## src/rtl/hier_node_sequencer.sv

```systemverilog
// Hierarchy node: launches enabled children sequentially or in parallel, supervises them
// with a watchdog and aggregates their completion/failure into a single child-like interface.
module hier_node_sequencer #(
    parameter int NUM_CHILDREN = 5,
    parameter int TIMEOUT_W    = 16,
    parameter int IDX_W        = (NUM_CHILDREN > 1) ? $clog2(NUM_CHILDREN) : 1
) (
    input  logic                    clk,
    input  logic                    rst_n,
    input  logic                    start_i,
    input  logic                    abort_i,
    input  logic                    mode_i,
    input  logic [NUM_CHILDREN-1:0] enable_mask_i,
    input  logic [TIMEOUT_W-1:0]    timeout_i,
    output logic [NUM_CHILDREN-1:0] child_start_o,
    input  logic [NUM_CHILDREN-1:0] child_done_i,
    input  logic [NUM_CHILDREN-1:0] child_err_i,
    output logic                    busy_o,
    output logic                    done_o,
    output logic                    error_o,
    output logic [NUM_CHILDREN-1:0] fail_mask_o,
    output logic [IDX_W-1:0]        cur_child_o
);
    typedef enum logic [1:0] {S_IDLE, S_LAUNCH, S_WAIT, S_FINISH} state_t;

    state_t                  r_state;
    logic                    r_mode;
    logic [NUM_CHILDREN-1:0] r_remain;
    logic [NUM_CHILDREN-1:0] r_pend;
    logic [TIMEOUT_W-1:0]    r_tmo;
    logic [TIMEOUT_W-1:0]    r_timer;
    logic [NUM_CHILDREN-1:0] r_child_start;
    logic                    r_busy;
    logic                    r_done;
    logic                    r_err;
    logic [NUM_CHILDREN-1:0] r_fail;
    logic [IDX_W-1:0]        r_cur;

    logic [NUM_CHILDREN-1:0] w_low_bit;
    logic [IDX_W-1:0]        w_low_idx;
    logic [NUM_CHILDREN-1:0] w_valid;
    logic [NUM_CHILDREN-1:0] w_seen;
    logic [NUM_CHILDREN-1:0] w_bad;
    logic [NUM_CHILDREN-1:0] w_pend_left;
    logic                    w_expired;

    assign w_low_bit = r_remain & ((~r_remain) + NUM_CHILDREN'(1));

    always_comb begin
        w_low_idx = '0;
        for (int i = NUM_CHILDREN - 1; i >= 0; i--) begin
            if (r_remain[i]) w_low_idx = IDX_W'(i);
        end
    end

    // A child's inputs are ignored while its own start pulse is still on the wire.
    assign w_valid     = r_pend & ~r_child_start;
    assign w_seen      = w_valid & (child_done_i | child_err_i);
    assign w_bad       = w_valid & child_err_i;
    assign w_pend_left = r_pend & ~w_seen;
    assign w_expired   = (r_tmo != '0) && (r_timer == (r_tmo - TIMEOUT_W'(1)));

    always_ff @(posedge clk or negedge rst_n) begin
        if (!rst_n) begin
            r_state       <= S_IDLE;
            r_mode        <= 1'b0;
            r_remain      <= '0;
            r_pend        <= '0;
            r_tmo         <= '0;
            r_timer       <= '0;
            r_child_start <= '0;
            r_busy        <= 1'b0;
            r_done        <= 1'b0;
            r_err         <= 1'b0;
            r_fail        <= '0;
            r_cur         <= '0;
        end else begin
            r_child_start <= '0;
            r_done        <= 1'b0;
            if (r_state == S_IDLE) begin
                if (start_i && !abort_i) begin
                    r_mode   <= mode_i;
                    r_remain <= enable_mask_i;
                    r_tmo    <= timeout_i;
                    r_fail   <= '0;
                    r_err    <= 1'b0;
                    r_busy   <= 1'b1;
                    r_cur    <= '0;
                    r_state  <= S_LAUNCH;
                end
            end else if (abort_i) begin
                // Abort wins over any completion seen in the same cycle.
                r_fail   <= r_fail | r_pend;
                r_err    <= 1'b1;
                r_busy   <= 1'b0;
                r_cur    <= '0;
                r_pend   <= '0;
                r_remain <= '0;
                r_timer  <= '0;
                r_state  <= S_IDLE;
            end else begin
                case (r_state)
                    S_LAUNCH: begin
                        r_timer <= '0;
                        if (r_remain == '0) begin
                            r_state <= S_FINISH;
                        end else if (r_mode) begin
                            r_child_start <= r_remain;
                            r_pend        <= r_remain;
                            r_remain      <= '0;
                            r_state       <= S_WAIT;
                        end else begin
                            r_child_start <= w_low_bit;
                            r_pend        <= w_low_bit;
                            r_remain      <= r_remain & ~w_low_bit;
                            r_cur         <= w_low_idx;
                            r_state       <= S_WAIT;
                        end
                    end
                    S_WAIT: begin
                        if ((r_tmo != '0) && (r_timer != '1)) r_timer <= r_timer + TIMEOUT_W'(1);
                        r_fail <= r_fail | w_bad;
                        r_pend <= w_pend_left;
                        // A response in the expiring cycle still counts; only silent children time out.
                        if ((w_pend_left == '0) || w_expired) begin
                            if (w_expired) r_fail <= r_fail | w_bad | w_pend_left;
                            r_pend  <= '0;
                            r_state <= (r_mode || (r_remain == '0)) ? S_FINISH : S_LAUNCH;
                        end
                    end
                    S_FINISH: begin
                        r_done  <= 1'b1;
                        r_err   <= |r_fail;
                        r_busy  <= 1'b0;
                        r_cur   <= '0;
                        r_state <= S_IDLE;
                    end
                    default: r_state <= S_IDLE;
                endcase
            end
        end
    end

    assign child_start_o = r_child_start;
    assign busy_o        = r_busy;
    assign done_o        = r_done;
    assign error_o       = r_err;
    assign fail_mask_o   = r_fail;
    assign cur_child_o   = r_cur;
endmodule

```

## config.mk

```make
export PLATFORM = sky130hd
export DESIGN_NAME = hier_node_sequencer
export DESIGN_NICKNAME = d
export VERILOG_FILES = /design/src/rtl/hier_node_sequencer.sv
export SDC_FILE = /design/constraint.sdc
export NUM_CORES = 1
export LEC_CHECK = 0
export CAP_MARGIN = 30
export CORE_ASPECT_RATIO = 1.5
export CORE_UTILIZATION = 59
export DETAILED_ROUTE_END_ITERATION = 6
export PLACE_DENSITY = 0.85
export SLEW_MARGIN = 20
export SYNTH_ARGS = -nofsm -noshare
export SYNTH_HDL_FRONTEND = slang
export SYNTH_SLANG_ARGS = --single-unit
```

## constraint.sdc

```tcl
create_clock -name clk -period 4.35 [get_ports clk]
set_input_delay 0.87 -clock clk [delete_from_list [all_inputs] [get_ports clk]]
set_output_delay 0.87 -clock clk [all_outputs]
set_load 0.03 [all_outputs]
```

Yosys cells after proc, flatten, opt, wreduce, memory -nomap -nowiden
Cells that the tools add are included.
W data, S select, Z words.
{"block": "word_totals", "register_bits": 61, "inputBits": 36, "elab_cells": 119, "output_inout_bits": 16}
{"block": "classes", "bitwise": 15, "addsub": 3, "eq_ne": 12, "mux": 53, "reduce_logical": 24}
{"op": "$mux W5", "n": 20}
{"op": "$mux W16", "n": 2}
{"op": "$pmux W16 S2", "n": 1}
{"op": "$and A5 B5 Y5", "n": 6}
{"op": "$mux W3", "n": 10}
{"op": "$not A5 Y5", "n": 4}
{"op": "$or A5 B5 Y5", "n": 4}
{"op": "$add A16 B1 Y16 const B", "n": 1}
{"op": "$eq A16 B16 Y1", "n": 1}
{"op": "$ne A16 B16 Y1 const B", "n": 1}
{"op": "$reduce_bool A16 Y1", "n": 1}
{"op": "$sub A16 B1 Y16 const B", "n": 1}
{"op": "$mux W1", "n": 12}
{"op": "$ne A4 B4 Y1 const B", "n": 3}
{"op": "$reduce_bool A3 Y1", "n": 4}
{"op": "$logic_not A5 Y1", "n": 2}
{"op": "$mux W2", "n": 5}
{"op": "$pmux W5 S2", "n": 1}
{"op": "$ne A3 B3 Y1 const B", "n": 3}
{"op": "$reduce_and A3 Y1", "n": 3}
{"op": "$reduce_and A2 Y1", "n": 4}
{"op": "$pmux W3 S2", "n": 1}
{"op": "$add A5 B1 Y5 const B", "n": 1}
{"op": "$reduce_or A5 Y1", "n": 1}
{"op": "11 further kinds", "n": 15}

Depth between registers and ports, before layout
Gate-level depths: netlist of run 1.
{"block": "depth", "ltp_word": 11, "mapped_depth": 11, "ltp_nobuf": 10}

Least setup slack after synthesis of run 1
Ideal clock, no wire load.
{"block": "synth_timing", "path_kind": "flip-flop to flip-flop", "from": "register r_tmo[2]", "to": "register r_state[0]", "required_ns": 4.246, "path_buffers": 1, "setup_time_ns": 0.104, "arrival_ns": 2.619, "setup_slack_ns": 1.627, "path_stages_with_launch": 10, "period_less_slack_ns": 2.723, "cell_sequence": "dfrtp_1 -> buf_6 -> or4_4 -> or3_4 -> a2111oi_4 -> o2111ai_1 -> nor4_2 -> nand3_2 -> and3_4 -> o311ai_1"}
{"block": "synth_via", "elab_chain_cells": 6, "word_cells_on_any_way": 7, "cone_classes": "add/sub: 1; eq/ne: 2; reduce/logical: 4"}
{"element": "start, declared", "line": "30", "text": "logic [TIMEOUT_W-1:0] r_tmo;"}
{"element": "start signal, assigned", "line": "84", "text": "r_tmo <= timeout_i;"}
{"element": "$sub A16 B1 Y16", "line": "61", "text": "assign w_expired = (r_tmo != '0) && (r_timer == (r_tmo - TIMEOUT_W'(1)));"}
{"element": "$eq A16 B16 Y1", "line": "61"}
{"element": "$logic_and A1 B1 Y1 (*)", "line": "61"}
{"element": "$logic_or A1 B1 Y1 (*)", "line": "125", "text": "if ((w_pend_left == '0) || w_expired) begin"}
{"element": "$ne A4 B4 Y1 (no line) (*)"}
{"element": "$reduce_and A2 Y1 (no line) (*)"}
{"element": "end signal, assigned", "line": "128", "text": "r_state <= (r_mode || (r_remain == '0)) ? S_FINISH : S_LAUNCH;"}
{"element": "end, declared", "line": "26", "text": "state_t r_state;"}
Mark *: on every way between the ends. The rest lies on a longest branch, timed or not.
A chain may end at the register's enable or synchronous reset.

Worst setup path after layout of run 1
{"block": "layout_timing", "from": "register r_tmo[0]", "to": "register r_pend[0]"}
{"block": "layout_via", "elab_chain_cells": 7, "word_cells_on_any_way": 8, "cone_classes": "add/sub: 1; eq/ne: 1; mux: 3; reduce/logical: 3"}
{"element": "$sub A16 B1 Y16", "line": "61"}
{"element": "$eq A16 B16 Y1", "line": "61"}
{"element": "$logic_and A1 B1 Y1 (*)", "line": "61"}
{"element": "$logic_or A1 B1 Y1 (*)", "line": "125"}
{"element": "$mux W5 (*)", "line": "125"}
{"element": "$pmux W5 S2 (*)", "line": "102", "text": "case (r_state)"}
{"element": "$mux W5 (*)", "line": "91", "text": "end else if (abort_i) begin"}
{"element": "end signal, assigned", "line": "109", "text": "r_pend <= r_remain;"}
{"element": "end signal, assigned", "line": "114", "text": "r_pend <= w_low_bit;"}
{"element": "end signal, assigned", "line": "123", "text": "r_pend <= w_pend_left;"}
{"element": "end, declared", "line": "29", "text": "logic [NUM_CHILDREN-1:0] r_pend;"}
Marks and branches as above.

==> results by group, run 1 <==
Synth
  • Netlist cell types: 59
  • Yosys top cell area share: 40.9%
  • Post-synth EDFFs: 0
  • Main area contributors after synthesis: dfrtp_1 41%, nor2_1 5.4%, mux2_2 5.1%
  • Mapped Nets: 456
  • #FFs+latches synth: 61
  • Syn Std Cell Area: 3730 µm²
  • Async SR Flop Fraction: 100%
  • Leading area contributor after synthesis: dfrtp_1
  • Ys Warns: 0
  • Top FF cell, synth: dfrtp_1
  • Post-synthesis sequential area ratio: 40.9%
  • Syn Area/Cell: 9.04 µm²
  • Post-Syn Instances: 413

Power
  • Clock Power Share: 16.5%
  • Leakage: 1.74 nW
  • Max IR drop VDD: 357 µV
  • Sequential share of power: 38.1%
  • Combinational power share: 45.4%
  • PD cells: 586 nW/µm²
  • Power, Total: 2.60 mW
  • Switching portion of total power: 43.9%
  • Int Pwr: 1.46 mW
  • Net load switching power: 1.14 mW

Min path
  • Min-delay src: busy_o
  • HP Class: reg2reg
  • WHS Endpoint: busy_o
  • Hold path depth: 2

Floorplanning
  • # IOs: 52
  • Die Wd: 67.0 µm
  • Die area: 6660 µm²
  • Core ar.: 6130 µm²
  • # rows: 35
  • Die H: 99.4 µm
  • Initial core utilization: 60.9%

Routing
  • Drt pass-1 iters: 4
  • Via Count: 3412
  • Met1 wire length: 3.60 mm
  • DR vias/cell: 6.38
  • DRC errors left: 0
  • Highest routed layer: met4
  • DRT iter0 DRCs: 249
  • Post-Route WL: 9.58 mm
  • DR WL/cell: 17.9 µm
  • Final ANT Viol Nets: 0
  • Met3 WL: 379 µm
  • Met2 wire length: 5.21 mm

STA
  • Slew Limit Fails: 0
  • Final Setup Violations: 0
  • Max Clk Rate: 0.308 GHz
  • Worst-Margin Slew: 0.839 ns
  • Min Tclk post-route: 3.25 ns
  • Final hold viol count: 0
  • Final worst-path cycle share: 74.8%
  • Setup TNS: 0 ns
  • Final WS setup: 1.10 ns
  • Final Skew: 0.00579 ns
  • Final hold slack: 0.545 ns
  • RSZ-0062 raised after global routing: false
  • Slew margin rel.: 44.1%

Global route
  • Vias in the first global route: 3399
  • Pin count of the biggest net entering global routing: 33
  • Initial antenna violation count: 0
  • Total GRT Usage: 31.6%
  • Total grt overflow: 0
  • First-pass GRT wire length: 15.7 mm

Finish
  • Layout cells sized above 1: 9.54%
  • Multi-input gate area: 2060 µm²
  • Final cell count without fillers: 535
  • Diodes inserted: 0
  • Fin util: 72.2%
  • Post-route cell area: 4430 µm²
  • Layout area overhead: 18.6%
  • FF+latch area: 1530 µm²
  • Final nets: 500
  • # fillers: 487

Critical path
  • WP data required: 4.52 ns
  • Worst Setup End Kind: register
  • Critical Path AT: 3.42 ns
  • Startpoint type of the worst setup path: register
  • Crit-path max FO: 7
  • Reg2reg end: r_pend[0]
  • CP Launch Point: r_tmo[0]
  • R2r setup slk: 1.10 ns
  • CP Class: reg2reg
  • Cell Chain, Critical Path: inv_1, ha_1, nor3b_1, and2_1, a31oi_1, or4_1, nor3_1, and4_1, or3_4, o221ai_1
  • Max incr delay on CP: 0.54 ns
  • Reg2reg start: r_tmo[0]
  • Worst Reg-to-Reg Cells: 10
  • Slowest CP cell: or4_1

Clock tree
  • Clk Latency, worst-skew pair: 0.34 ns
  • Max clock buf depth: 2
  • Clock sinks: 61
  • Worst-path clk slew: 0.06 ns
  • # resized after CTS: 0
  • Total CTS buffers: 9
  • Cts hold-fix bufs: 0
  • CTS tree: done
  • Buffers inserted by post-CTS timing repair: 0
  • H-tree levels: 3
  • Root Driver: clkbuf_8

Place
  • Post-DP Area: 4270 µm²
  • # placed instances: 520
  • HPWL after DPL: 7.15 mm
  • GP Congestion: 0.956
  • DP Worst Slack: 1.05 ns
  • Port bufs: 51

Run
  • Number of max-cap violations: 0

Status
  • Outcome: completed
power by group through the flow:
stage | combinational, mW | sequential (mW) | clock (mW)
detailed placement | 1.16 | 0.989 | 0
floorplan | 0.819 | 0.979 | 0
finish | 1.18 | 0.989 | 0.428
CTS | 1.17 | 0.979 | 0.430
global route | 1.29 | 1.01 | 0.461
global placement | 1.12 | 0.981 | 0
worst max-delay path by stage:
| stage | endpoint | slack (ns) | depth (start not counted) |
|---|---|---|---|
| 6_report | r_pend[0] | 1.10 | 10 |
| 5_1_grt | r_pend[0] | 0.96 | 10 |
| 4_1_cts | r_pend[0] | 1.17 | 10 |
| 3_5_place_dp | r_remain[3] | 1.05 | 5 |
| 3_3_place_gp | r_remain[2] | 1.11 | 5 |
| 2_1_floorplan | r_state[0] | 1.63 | 9 |
registers in the layout, indices dropped and copies added, names as in the netlist, 2 cells and up:
| register | flops |
|---|---|
| r_remain | 5 |
| r_tmo | 16 |
| fail_mask_o | 5 |
| child_start_o | 5 |
| cur_child_o | 3 |
| r_pend | 5 |
| r_state | 2 |
| r_timer | 16 |
synthesized netlist by cell type, drive strengths merged, types with 2 or more instances:
master / number
a211oi: 5
a21o: 2
a21oi: 14
a22o: 4
a22oi: 2
a311oi: 5
a31oi: 6
a32oi: 2
and2: 2
and3: 4
and4: 2
buf: 3
clkbuf: 18
dfrtp: 61
ha: 7
inv: 17
mux2: 17
mux2i: 2
nand2: 28
nand2b: 6
nand3: 12
nand3b: 2
nand4: 8
nand4b: 2
nor2: 54
nor2b: 3
nor3: 10
nor3b: 3
nor4: 9
o2111ai: 7
o211ai: 2
o21ai: 34
o221ai: 3
o22ai: 3
o31ai: 4
o41ai: 3
or3: 7
or4: 2
xnor2: 18
xor2: 10
worst max-delay path, delay by kind of cell (launching register included):
family / cells / cell delay [ns]
AOI/OAI and AO/OA: 2 / 0.27
adders and majority gates: 1 / 0.27
and+or+nand+nor: 6 / 2.01
buffers and inverters: 1 / 0.08
DFF: 1 / 0.45
cell families after synthesis:
| kind of cell | count (synthesis) | share of synthesized area [%] |
|---|---|---|
| xor+xnor | 28 | 6.57 |
| buf+inv | 38 | 4.02 |
| fa+ha+maj | 7 | 2.35 |
| compound gates | 104 | 19.2 |
| mux | 19 | 5.66 |
| flops | 61 | 40.9 |
| simple gates | 156 | 21.3 |
layout make-up:
class | count | share of cell area [%]
multi-input cells | 314 | 46.5
flip-flops and latches | 61 | 34.5
repair buffers | 54 | 11.9
clock buffers | 13 | 3.36
well taps | 74 | 2.09
inverters | 17 | 1.44
clock inverters | 2 | 0.226
per-layer routing:
metal	global-route usage (%)	vias up
met5	0	-
met4	17.0	0
met3	5.73	31
met2	56.9	133
met1	33.6	1650
li1	-	1598
placed cells by master (no fill, tap or decap), types with 4 or more instances in the layout:
master / count
a211oi_1: 4
a21oi_1: 14
a22o_1: 4
a311oi_1: 5
a31oi_1: 6
clkbuf_8: 10
clkdlybuf4s50_1: 50
dfrtp_1: 61
ha_1: 7
inv_1: 17
mux2_2: 17
nand2_1: 28
nand2b_1: 6
nand3_1: 11
nand4_1: 8
nor2_1: 54
nor3_1: 10
nor4_1: 8
o2111ai_1: 7
o21ai_0: 29
o21ai_1: 5
o31ai_1: 4
or3_1: 5
xnor2_1: 18
xor2_1: 10
Note: power is estimated with default switching activity, not from simulation.
==> inputs of run 2 (changes only) <==
--- a/config.mk
+++ b/config.mk
@@ -7,9 +7,9 @@
 export LEC_CHECK = 0
 export CAP_MARGIN = 30
 export CORE_ASPECT_RATIO = 1.5
-export CORE_UTILIZATION = 59
+export CORE_UTILIZATION = 55
 export DETAILED_ROUTE_END_ITERATION = 6
-export PLACE_DENSITY = 0.85
+export PLACE_DENSITY = 0.8
 export SLEW_MARGIN = 20
 export SYNTH_ARGS = -nofsm -noshare
 export SYNTH_HDL_FRONTEND = slang
==> constraint.sdc (replaced) <==
create_clock -name clk -period 3.3 [get_ports clk]
set_input_delay 0.66 -clock clk [delete_from_list [all_inputs] [get_ports clk]]
set_output_delay 0.66 -clock clk [all_outputs]
set_load 0.03 [all_outputs]
==> run 2 against run 1 <==
  * First-iteration DRC count increased by 8.8%
  * Power increased by 36%
  * Flip-flop and latch count unchanged
  * Wire length decreased by 0.16%
  * Maximum frequency increased by 11%
  * Non-clock buffer count increased by 6
  * Combinational power increased by 36%
  * Core utilization decreased by 3.0 points
  * Cell count increased by 1.5%
  * Via count decreased by 0.88%
  * Largest cell class unchanged
  * Largest power group unchanged
  * Highest routed layer unchanged
==> results by group, run 2 (synthesis results as in run 1) <==
STA
  • Slew Limit Fails: 0
  • Setup TNS: 0 ns
  • Final worst-path cycle share: 88.9%
  • Final WS setup: 0.367 ns
  • Final Setup Violations: 0
  • Final hold viol count: 0
  • Min Tclk post-route: 2.93 ns
  • Worst-Margin Slew: 0.695 ns
  • Final Skew: 0.00709 ns
  • Max Clk Rate: 0.341 GHz
  • Slew margin rel.: 53.6%
  • RSZ-0062 raised after global routing: false

Finish
  • Fin util: 69.2%
  • Layout cells sized above 1: 11.1%
  • Largest registers: r_timer (16), r_tmo (16)
  • Post-route cell area: 4520 µm²
  • # fillers: 526
  • FF+latch area: 1530 µm²
  • Layout area overhead: 21.1%
  • Final nets: 506
  • Most frequent cells in the layout: 61 x dfrtp_1, 54 x nor2_1, 50 x clkdlybuf4s50_1
  • Multi-input gate area: 2060 µm²
  • Most common cell after layout, fill and taps aside: dfrtp_1
  • Diodes inserted: 0

Routing
  • Final ANT Viol Nets: 0
  • DRT iter0 DRCs: 271
  • Drt pass-1 iters: 5
  • Post-Route WL: 9.57 mm
  • Via Count: 3382
  • DRC errors left: 0
  • DR WL/cell: 17.6 µm
  • DR vias/cell: 6.23

Critical path
  • Critical Path AT: 3.18 ns
  • Critical Path Stages: 8
  • WP data required: 3.55 ns
  • CP bufs+invs: 0
  • Max incr delay on CP: 0.60 ns
  • Worst Setup End Kind: register
  • Cell family with most CP delay: simple AND/OR/NAND/NOR gates
  • CP Class: reg2reg
  • Worst Reg-to-Reg Cells: 8
  • Crit-path max FO: 6
  • R2r setup slk: 0.37 ns
  • Reg2reg end: r_state[0]
  • Cell Chain, Critical Path: or4_4, or3_4, a2111oi_4, o2111ai_1, nor4_2, nand3_2, and3_4, o311ai_1
  • Reg2reg start: r_tmo[3]
  • Startpoint type of the worst setup path: register
  • Slowest CP cell: or4_4

Power
  • Max IR drop VDD: 507 µV
  • PD cells: 780 nW/µm²
  • Leakage: 1.79 nW
  • Power, Total: 3.53 mW

Global route
  • Initial antenna violation count: 0
  • First-pass GRT wire length: 15.8 mm
  • Total grt overflow: 0
  • Total GRT Usage: 28.9%
  • Vias in the first global route: 3413
  • Pin count of the biggest net entering global routing: 44

Floorplanning
  • Die H: 103 µm
  • Die area: 7130 µm²
  • # rows: 36
  • Initial core utilization: 57.2%
  • Core ar.: 6530 µm²
  • # IOs: 52
  • Die Wd: 69.3 µm

Place
  • GP Congestion: 0.904
  • Post-DP Area: 4320 µm²
  • Port bufs: 51
  • HPWL after DPL: 7.11 mm
  • DP Worst Slack: 0.400 ns

Clock tree
  • Total CTS buffers: 9
  • Clk Latency, worst-skew pair: 0.35 ns
  • Root Driver: clkbuf_8
  • Clock sinks: 61
  • CTS tree: done
  • # resized after CTS: 0
  • Worst-path clk slew: 0.07 ns
  • Max clock buf depth: 2
  • H-tree levels: 3
  • Cts hold-fix bufs: 0
  • Buffers inserted by post-CTS timing repair: 0

Status
  • Outcome: completed

Run
  • Number of max-cap violations: 0

Min path
  • HP Class: in2async
==> run 2: report_power, final <==
part | leakage [nW] | switching [mW] | internal, mW | total, mW
logic | 0.898 | 0.906 | 0.691 | 1.60
clock network | 0.0919 | 0.296 | 0.340 | 0.637
registers | 0.801 | 0.322 | 0.971 | 1.29
total | 1.79 | 1.52 | 2.00 | 3.53
==> run 2: worst max path at each step <==
stage / slack, ns / endpoint / from
floorplan: 0.58 / r_state[0] / r_tmo[2]
global placement: 0.46 / r_pend[0] / r_tmo[3]
detailed placement: 0.40 / r_state[0] / r_tmo[3]
CTS: 0.38 / r_state[0] / r_tmo[3]
global route: 0.23 / r_pend[0] / r_tmo[0]
finish: 0.37 / r_state[0] / r_tmo[3]
==> run 2: per-layer routing <==
layer / track usage (%) / share of wire (%)
met1: 31.1 / 38
met2: 52.1 / 53
met3: 4.99 / 4.1
met4: 19.3 / 4.8
met5: 0 / 0
==> run 2: metrics by stage <==
| step | std cells | hold WS [ns] |
|---|---|---|
| 5_1_grt | 543 | 0.266 |
| 3_5_place_dp | 527 | 0.499 |
| 4_1_cts | 542 | 0.485 |
| 3_3_place_gp | 527 | 0.508 |
| 6_report | 543 | 0.244 |
| 2_1_floorplan | 413 | 0.364 |
==> run 2: cell type report <==
class                   instances  area share (%)
flip-flops and latches         61            33.8
clock buffers                  10            2.82
clock inverters                 5            1.16
repair buffers                 60            13.2
multi-input cells             314            45.5
inverters                      17            1.41
well taps                      76            2.10
==> inputs of run 3 (changes only) <==
--- a/config.mk
+++ b/config.mk
@@ -10,7 +10,7 @@
 export CORE_UTILIZATION = 55
 export DETAILED_ROUTE_END_ITERATION = 6
 export PLACE_DENSITY = 0.8
-export SLEW_MARGIN = 20
+export SLEW_MARGIN = 15
 export SYNTH_ARGS = -nofsm -noshare
 export SYNTH_HDL_FRONTEND = slang
 export SYNTH_SLANG_ARGS = --single-unit
==> results of run 3 <==
No change in the layout: final DEF, timing and power equal those of run 2.
